$ cat src/rtl/fetch_sequencer.sv
// Instruction fetch sequencer: fetches one or two 16-bit words per instruction,
// issues them on a valid/ready handshake, and handles redirects and halt (SEQ_HALT_RESUME_EN).
module fetch_sequencer #(
    parameter int                ADDR_W   = 16,
    parameter logic [ADDR_W-1:0] RESET_PC = '0
) (
    input  logic              clk,
    input  logic              rst_n,
    output logic              mem_req,
    output logic [ADDR_W-1:0] mem_addr,
    input  logic              mem_ack,
    input  logic [15:0]       mem_rdata,
    output logic [15:0]       instr,
    input  logic              is_double_word,
    input  logic              is_halt,
    output logic [15:0]       imm,
    output logic              issue_valid,
    input  logic              issue_ready,
    output logic [ADDR_W-1:0] issue_pc,
    input  logic              redirect,
    input  logic [ADDR_W-1:0] redirect_pc,
    output logic              halted
);

    typedef enum logic [2:0] {
        S_FETCH_LO,
        S_CHECK,
        S_FETCH_HI,
        S_ISSUE,
        S_HALT
    } state_t;

    state_t            r_state, w_nxt;
    logic [ADDR_W-1:0] r_pc, w_pc;
    logic [ADDR_W-1:0] r_addr;
    logic [ADDR_W-1:0] r_issue_pc, w_issue_pc;
    logic [15:0]       r_instr, w_instr;
    logic [15:0]       r_imm, w_imm;
    logic              r_req, w_req;
    logic              r_flush, w_flush;
    logic              r_halted, w_halted;
    logic              w_ack;
    logic              w_load_addr;

    // An ack only counts while a request is actually outstanding.
    assign w_ack = r_req & mem_ack;

    always_ff @(posedge clk or negedge rst_n) begin
        if (!rst_n) r_state <= S_FETCH_LO;
        else        r_state <= w_nxt;
    end

    always_comb begin
        w_nxt      = r_state;
        w_pc       = r_pc;
        w_flush    = r_flush;
        w_instr    = r_instr;
        w_imm      = r_imm;
        w_issue_pc = r_issue_pc;
        w_halted   = r_halted;
        case (r_state)
            S_FETCH_LO, S_FETCH_HI: begin
                if (w_ack) begin
                    if (redirect) begin
                        w_pc    = redirect_pc;
                        w_flush = 1'b0;
                        w_nxt   = S_FETCH_LO;
                    end else if (r_flush) begin
                        w_flush = 1'b0;
                        w_nxt   = S_FETCH_LO;
                    end else if (r_state == S_FETCH_LO) begin
                        w_instr    = mem_rdata;
                        w_issue_pc = r_addr;
                        w_pc       = r_addr + ADDR_W'(2);
                        w_nxt      = S_CHECK;
                    end else begin
                        w_imm = mem_rdata;
                        w_pc  = r_addr + ADDR_W'(2);
                        w_nxt = S_ISSUE;
                    end
                end else if (redirect) begin
                    // Request in flight must complete untouched; its data is dropped.
                    w_pc    = redirect_pc;
                    w_flush = r_req;
                end
            end
            S_CHECK: begin
                if (redirect) begin
                    w_pc  = redirect_pc;
                    w_nxt = S_FETCH_LO;
                end else if (is_halt) begin
                    w_halted = 1'b1;
                    w_nxt    = S_HALT;
                end else if (is_double_word) begin
                    w_nxt = S_FETCH_HI;
                end else begin
                    w_imm = 16'h0000;
                    w_nxt = S_ISSUE;
                end
            end
            S_ISSUE: begin
                if (redirect) begin
                    w_pc  = redirect_pc;
                    w_nxt = S_FETCH_LO;
                end else if (issue_ready) begin
                    w_nxt = S_FETCH_LO;
                end
            end
            S_HALT: begin
`ifdef SEQ_HALT_RESUME_EN
                if (redirect) begin
                    w_halted = 1'b0;
                    w_pc     = redirect_pc;
                    w_nxt    = S_FETCH_LO;
                end
`endif
            end
            default: w_nxt = S_FETCH_LO;
        endcase
        w_pc[0] = 1'b0;
    end

    assign w_req = (w_nxt == S_FETCH_LO) || (w_nxt == S_FETCH_HI);
    // Address may only move when no request is pending or the pending one completes.
    assign w_load_addr = w_req && !(r_req && !w_ack);

    always_ff @(posedge clk or negedge rst_n) begin
        if (!rst_n) begin
            r_pc       <= RESET_PC;
            r_addr     <= RESET_PC;
            r_issue_pc <= RESET_PC;
            r_instr    <= 16'h0000;
            r_imm      <= 16'h0000;
            r_req      <= 1'b0;
            r_flush    <= 1'b0;
            r_halted   <= 1'b0;
        end else begin
            r_pc       <= w_pc;
            r_issue_pc <= w_issue_pc;
            r_instr    <= w_instr;
            r_imm      <= w_imm;
            r_req      <= w_req;
            r_flush    <= w_flush;
            r_halted   <= w_halted;
            if (w_load_addr) r_addr <= w_pc;
        end
    end

    assign mem_req     = r_req;
    assign mem_addr    = r_addr;
    assign instr       = r_instr;
    assign imm         = r_imm;
    assign issue_pc    = r_issue_pc;
    assign issue_valid = (r_state == S_ISSUE);
    assign halted      = r_halted;

endmodule

$ cat config.mk
export PLATFORM = sky130hd
export DESIGN_NAME = fetch_sequencer
export DESIGN_NICKNAME = d
export VERILOG_FILES = /design/src/rtl/fetch_sequencer.sv
export SDC_FILE = /design/constraint.sdc
export NUM_CORES = 1
export LEC_CHECK = 0
export ABC_AREA = 0
export CAP_MARGIN = 25
export CORE_MARGIN = 1.5
export CORE_UTILIZATION = 50
export CTS_CLUSTER_SIZE = 10
export DETAILED_ROUTE_END_ITERATION = 7
export GPL_ROUTABILITY_DRIVEN = 0
export PLACE_DENSITY = 0.93
export SLEW_MARGIN = 15
export SYNTH_ARGS = -nofsm -noshare
export SYNTH_HDL_FRONTEND = slang
export SYNTH_SLANG_ARGS = --single-unit
$ cat constraint.sdc
create_clock -name clk -period 5.5 [get_ports clk]
set_input_delay 1.1 -clock clk [delete_from_list [all_inputs] [get_ports clk]]
set_output_delay 1.1 -clock clk [all_outputs]
set_load 0.005 [all_outputs]
==> impl_metrics.csv <==
group,metric,value,unit
logic_synthesis,yosysMostFrequentCell,"dfrtp_1",
hold_path,worstHoldPathCells,1,
critical_path,critical_path.cell_chain,"clkdlybuf4s50_1 > nor2_1 > nand2_1 > nor2_4 > mux2_2",
logic_synthesis,synth_edf_count,0,
floorplanning,io-pin-count,106,
routing,postRouteAntennaNets,0,
clock_network,post_cts_buffers,0,
logic_synthesis,ys_top_cells_by_count,"dfrtp_1 (83), nand2_1 (52), mux2_2 (40)",
clock_network,cts.sink_count,83,
floorplanning,num_rows,32,
clock_network,root_buffer,"clkbuf_8",
routing,vias,3351,
final_layout,n_antenna_cell,0,
placed_design,dpl_worst_slack,1.29,ns
floorplanning,die-area,8530,um2
timing,setup_tns,0,ns
floorplanning,die_x,92.4,um
floorplanning,die_h,92.4,um
timing,rsz0062_at_grt,"no",
global_routing,grt_max_degree,84,
critical_path,end_kind,"register",
placed_design,buffer_ports.inserted,102,
clock_network,cts_buffer_depth,2,
logic_synthesis,syn_avg_cell_area,10.6,um2
pwr,powerDensity,542,nW/um2
routing,vias_per_cell,5.83,
placed_design,place_inst,558,
timing,relSlewSlack,33.7,%
routing,drtIter0Drc,299,
pwr,switching_share,36.0,%
critical_path,crit_buf_inv,1,
logic_synthesis,netlist_area,4000,um2
global_routing,first_global_vias,3294,
timing,fin_crit,3.89,ns
logic_synthesis,ys_seq_elements,83,
floorplanning,core-area,7730,um2
logic_synthesis,ys_seq_area_share,52.0,%
critical_path,crit_path_start_kind,"input port",
pwr,vdd_drop_max,0.284,mV
clock_network,post_cts_resized,0,
timing,fmax,257,MHz
logic_synthesis,ys_types,53,
final_layout,drive_above_1_share,14.8,%
clock_network,cts_tree,"done",
timing,finalMaxSlewViolations,0,
routing,drt_first_pass_iters,5,
final_layout,final_cells,575,
floorplanning,start_util,51.7,%
pwr,p_seq_share,41.1,%
clock_network,holdBufCountCts,0,
routing,wire_per_inst,17.3,um
critical_path,crit_type,"input port to register",
status,status,"complete, no violations",
global_routing,track_usage,24.4,%
routing,drc_errors,0,
flow_run,maxCapViolCount,0,
global_routing,grt_first_pass_wirelength,16400,um
logic_synthesis,yosysTopAreaCell,"dfrtp_1",
logic_synthesis,synth_top_area_share,52.0,%
critical_path,cp_slowest_cell,"clkdlybuf4s50_1",
clock_network,htreeDepth,3,
critical_path,reg2regPathDepth,5,
routing,routed_wl,9930,um
logic_synthesis,yosysWarningCount,0,
global_routing,gr-usage-met3,4.93,%
logic_synthesis,synthArstFlopShare,100,%
critical_path,path_max_fanout,31,
timing,post-route-period-util,70.6,%
timing,worst_pin_slew,0.993,ns
final_layout,postLayoutCellArea,5250,um2
critical_path,critPathTopFamily,"simple AND/OR/NAND/NOR gates",
critical_path,crit_cells,5,
global_routing,use_met1,32.1,%
logic_synthesis,synth_area_leaders,"dfrtp_1 (52%), mux2_2 (11%), nand2_1 (4.9%)",
global_routing,top_usage_layer,"met2",
clock_network,cts_made_buffers,9,
timing,fin_skew,0.00985,ns
final_layout,num-fill-cells,564,
clock_network,insertion_delay,0.36,ns
critical_path,crit_required,5.74,ns
global_routing,antenna_found_initial,0,
critical_path,worst_path_largest_cell_delay,0.91,ns
placed_design,dpl_cell_area,5030,um2
critical_path,critical_path_arrival,4.13,ns
pwr,pwr-share-clk,14.3,%
logic_synthesis,synth_ff_type,"dfrtp_1",
pwr,power_frac_comb,44.6,%
timing,setup_violations,0,
final_layout,fin_nets,508,
pwr,p_sw,1.03,mW
global_routing,gr-total-overflow,0,
timing,hold_viol_final,0,
logic_synthesis,netlist_instances,377,
pwr,p_leak,2.17,nW
global_routing,grt_util_met2,39.9,%
pwr,internal-power,1.82,mW
clock_network,path_clk_slew,0.08,ns
final_layout,area.growth.synth_to_final,31.3,%
timing,whs,0.463,ns
timing,layout_setup_ws,1.61,ns
hold_path,hold_class,"register to register",
placed_design,dp_hpwl,6870,um
power groups by stage:
stage	logic, mW	clock network, mW	registers [mW]
2_1_floorplan	0.686	0	1.10
3_3_place_gp	1.21	0	1.15
3_5_place_dp	1.26	0	1.17
4_1_cts	1.27	0.419	1.16
5_1_grt	1.38	0.444	1.21
6_report	1.27	0.407	1.17
worst reg2reg max path, delay by kind of cell, from the launching register on:
| family | cells | cell delay, ns |
|---|---|---|
| mux | 1 | 0.35 |
| buf+inv | 1 | 0.30 |
| simple gates | 3 | 1.73 |
| flops | 1 | 0.55 |
cell families after synthesis:
logic type	count (synthesis)	synth area share (%)
and+or+nand+nor	121	15.7
adders and majority gates	1	0.313
buffers and inverters	31	3.73
AOI/OAI and AO/OA	91	14.9
muxes	40	11.3
other	1	0.0939
xor gates and xnor gates	9	1.97
DFF	83	52.0
routing by layer:
metal | wire, um | share of wire (%)
met2 | 4960 | 50
met3 | 655 | 6.6
met4 | 192 | 1.9
met1 | 4130 | 42
met5 | 0 | 0
flip-flops by register name (all words and copies together), names as in the netlist:
signal / flops
imm: 16
r_pc: 15
mem_req: 1
r_flush: 1
instr: 16
r_state: 3
issue_pc: 15
mem_addr: 15
halted: 1
cell usage in the layout (no fill, tap or decap), drive strengths merged, types with 3 or more instances in the layout:
cell type / count
mux2: 40
nor2b: 4
inv: 9
xnor2: 5
xor2: 4
clkdlybuf4s50: 101
buf: 3
nand3: 9
nand2b: 9
nor2: 18
nand2: 52
clkinvlp: 3
nand4: 3
dfrtp: 83
o22ai: 5
o21ai: 34
clkbuf: 9
a31oi: 5
and3b: 3
a22oi: 8
nor3: 10
o31ai: 4
nand4bb: 3
a21o: 4
o311ai: 3
a21oi: 13
layout make-up:
class / count / area (um2) / share of cell area, %
clock buffers: 9 / 124 / 2.36
well taps: 102 / 128 / 2.43
multi-input cells: 264 / 1780 / 33.9
inverters: 6 / 22.5 / 0.429
repair buffers: 104 / 1050 / 20.1
clock inverters: 7 / 60.1 / 1.15
flip-flops and latches: 83 / 2080 / 39.6
path summary, 6_finish.rpt:
check | start | end | slack [ns]
max | redirect | instr[15]$_DFFE_PN0P_ | 1.61
min | halted$_DFFE_PN0P_ | halted$_DFFE_PN0P_ | 0.46
max reg2reg | r_state[0]$_DFF_PN0_ | mem_addr[12]$_DFFE_PN0P_ | 2.47
min reg2reg | halted$_DFFE_PN0P_ | halted$_DFFE_PN0P_ | 0.46
max in group asynchronous | rst_n | instr[7]$_DFFE_PN0P_ | 4.28
min in group asynchronous | rst_n | issue_pc[9]$_DFFE_PN0P_ | 0.63
through the flow:
step | util (%) | total power, mW
2_1_floorplan | - | 1.79
3_3_place_gp | 65.1 | 2.36
3_5_place_dp | 65.1 | 2.43
4_1_cts | 67.5 | 2.85
5_1_grt | 67.9 | 3.03
6_report | 67.9 | 2.84
(Power assumes the default switching activity.)
==> RTL edit, RTL diff (same flow settings) <==
Re-encode `state_t` (5 states) as Gray code, 3 bits wide.
--- a/src/rtl/fetch_sequencer.sv
+++ b/src/rtl/fetch_sequencer.sv
@@ -23,11 +23,11 @@
 );
 
     typedef enum logic [2:0] {
-        S_FETCH_LO,
-        S_CHECK,
-        S_FETCH_HI,
-        S_ISSUE,
-        S_HALT
+        S_FETCH_LO = 3'b000,
+        S_CHECK    = 3'b001,
+        S_FETCH_HI = 3'b011,
+        S_ISSUE    = 3'b010,
+        S_HALT     = 3'b110
     } state_t;
 
     state_t            r_state, w_nxt;
Function: same outputs for any inputs over 4 cycles, from zero or initial values and one cycle with rst_n low; so few cycles prove little.
==> RTL edit against the original RTL <==
- synthesized cell count fell by 9.3%
- non-clock buffer count rose by 2
- critical endpoint is now mem_addr[2]
- combinational power fell by 6%
- wire length rose by 2.1%
- highest routed layer unchanged
- critical path depth rose by 3
- sequential power fell by 6%
- worst setup slack improved by 43 ps
- largest power group unchanged
- sequential cell count did not move
- maximum frequency rose by 1.1%
- design area fell by 0.72%
- synthesized area fell by 2.0%
- total power fell by 5.1%
- first-iteration DRC count rose by 1.7%
==> RTL edit: results <==
group,metric,value,unit
outcome,status,"finished, final reports clean",
grt,grt_max_degree,84,
synthesis,synth_xor_area_frac,0.0179,
critical_path,worstPathMaxFanout,38,
pwr,peakVddDrop,268,uV
placement,preCtsSetupSlack,1310,ps
timing,skew,9.24,ps
pwr,leakage,0.00220,uW
grt,grt_use_met1,0.316,
synthesis,ys_seq_area_frac,0.530,
finish,nets,482,
grt,grt.met2_usage,0.406,
critical_path,arrival,4090,ps
drt,num_vias,3259,
synthesis,ys_top_cells_by_count,"dfrtp_1 (83), mux2_2 (31), nand2_1 (21)",
synthesis,synth-compound-area-share,0.166,
synthesis,synth_mux_area_frac,0.127,
finish,fillers,558,
grt,grt_pass1_vias,3448,
finish,area_growth,33.0,%
synthesis,synthAdderAreaFrac,0.00319,
placement,placed_cell_area,5010,sq um
drt,wl_per_cell,18.5,microns
critical_path,rr_worst_depth,6,
drt,drt_iter0_markers,304,
synthesis,synthTopCellsByArea,"dfrtp_1 (53%), mux2_2 (8.9%), a22o_1 (4.0%)",
synthesis,syn_inst,342,
clock_network,cts-root-buf,"clkbuf_8",
finish,drive_above_1_share,0.154,
placement,place_hpwl,6.93,mm
drt,viasPerCell,5.94,
clock_network,cts_made_buffers,9,
[RTL edit: cell types whose count changed after synthesis, moves of 5 or more]
cell / unedited run / this run
nor4_1: 1 / 6
buf_2: 12 / 4
a22oi_1: 8 / 0
a22o_1: 1 / 18
nand2_1: 52 / 21
mux2_2: 40 / 31
o21ai_0: 34 / 14
mux2_4: 0 / 8
inv_1: 6 / 18
[RTL edit: where the power goes]
part	switching, uW	leakage, uW	internal (uW)	total (uW)
logic	479	0.00109	717	1200
clock network	236	0.0000896	166	402
registers	241	0.00102	859	1100
total	956	0.00220	1740	2700
[RTL edit: final cells by class]
cell class | instances | share of cell area
Timing Repair Buffer | 106 | 0.204
Multi-Input combinational cell | 224 | 0.326
Sequential cell | 83 | 0.399
Clock inverter | 7 | 0.0101
Tap cell | 102 | 0.0245
Inverter | 18 | 0.0130
Clock buffer | 9 | 0.0238
[RTL edit: critical path: stages]
cell	delay (ps)
clkdlybuf4s50_1	400
buf_4	200
or2_1	340
or4_4	720
o21a_4	240
a211oi_4	420
buf_4	310
mux2_4	320
[RTL edit: path summary, 6_finish.rpt]
kind / from / to / slack [ps]
worst min-delay path: halted / halted / 470
worst min register to register: halted / halted / 470
worst max-delay path: redirect / mem_addr[2] / 1660
max in group asynchronous: rst_n / r_state[1] / 4190
worst max register to register: r_state[2] / mem_addr[2] / 2350
min in group asynchronous: rst_n / issue_pc[3] / 700
[RTL edit: metal layers]
layer / share of wire / vias up / routed length (microns)
met5: 0 / - / 0
met2: 0.47 / 188 / 4820
li1: - / 1450 / -
met3: 0.10 / 33 / 1060
met4: 0.025 / 0 / 257
met1: 0.40 / 1588 / 4010
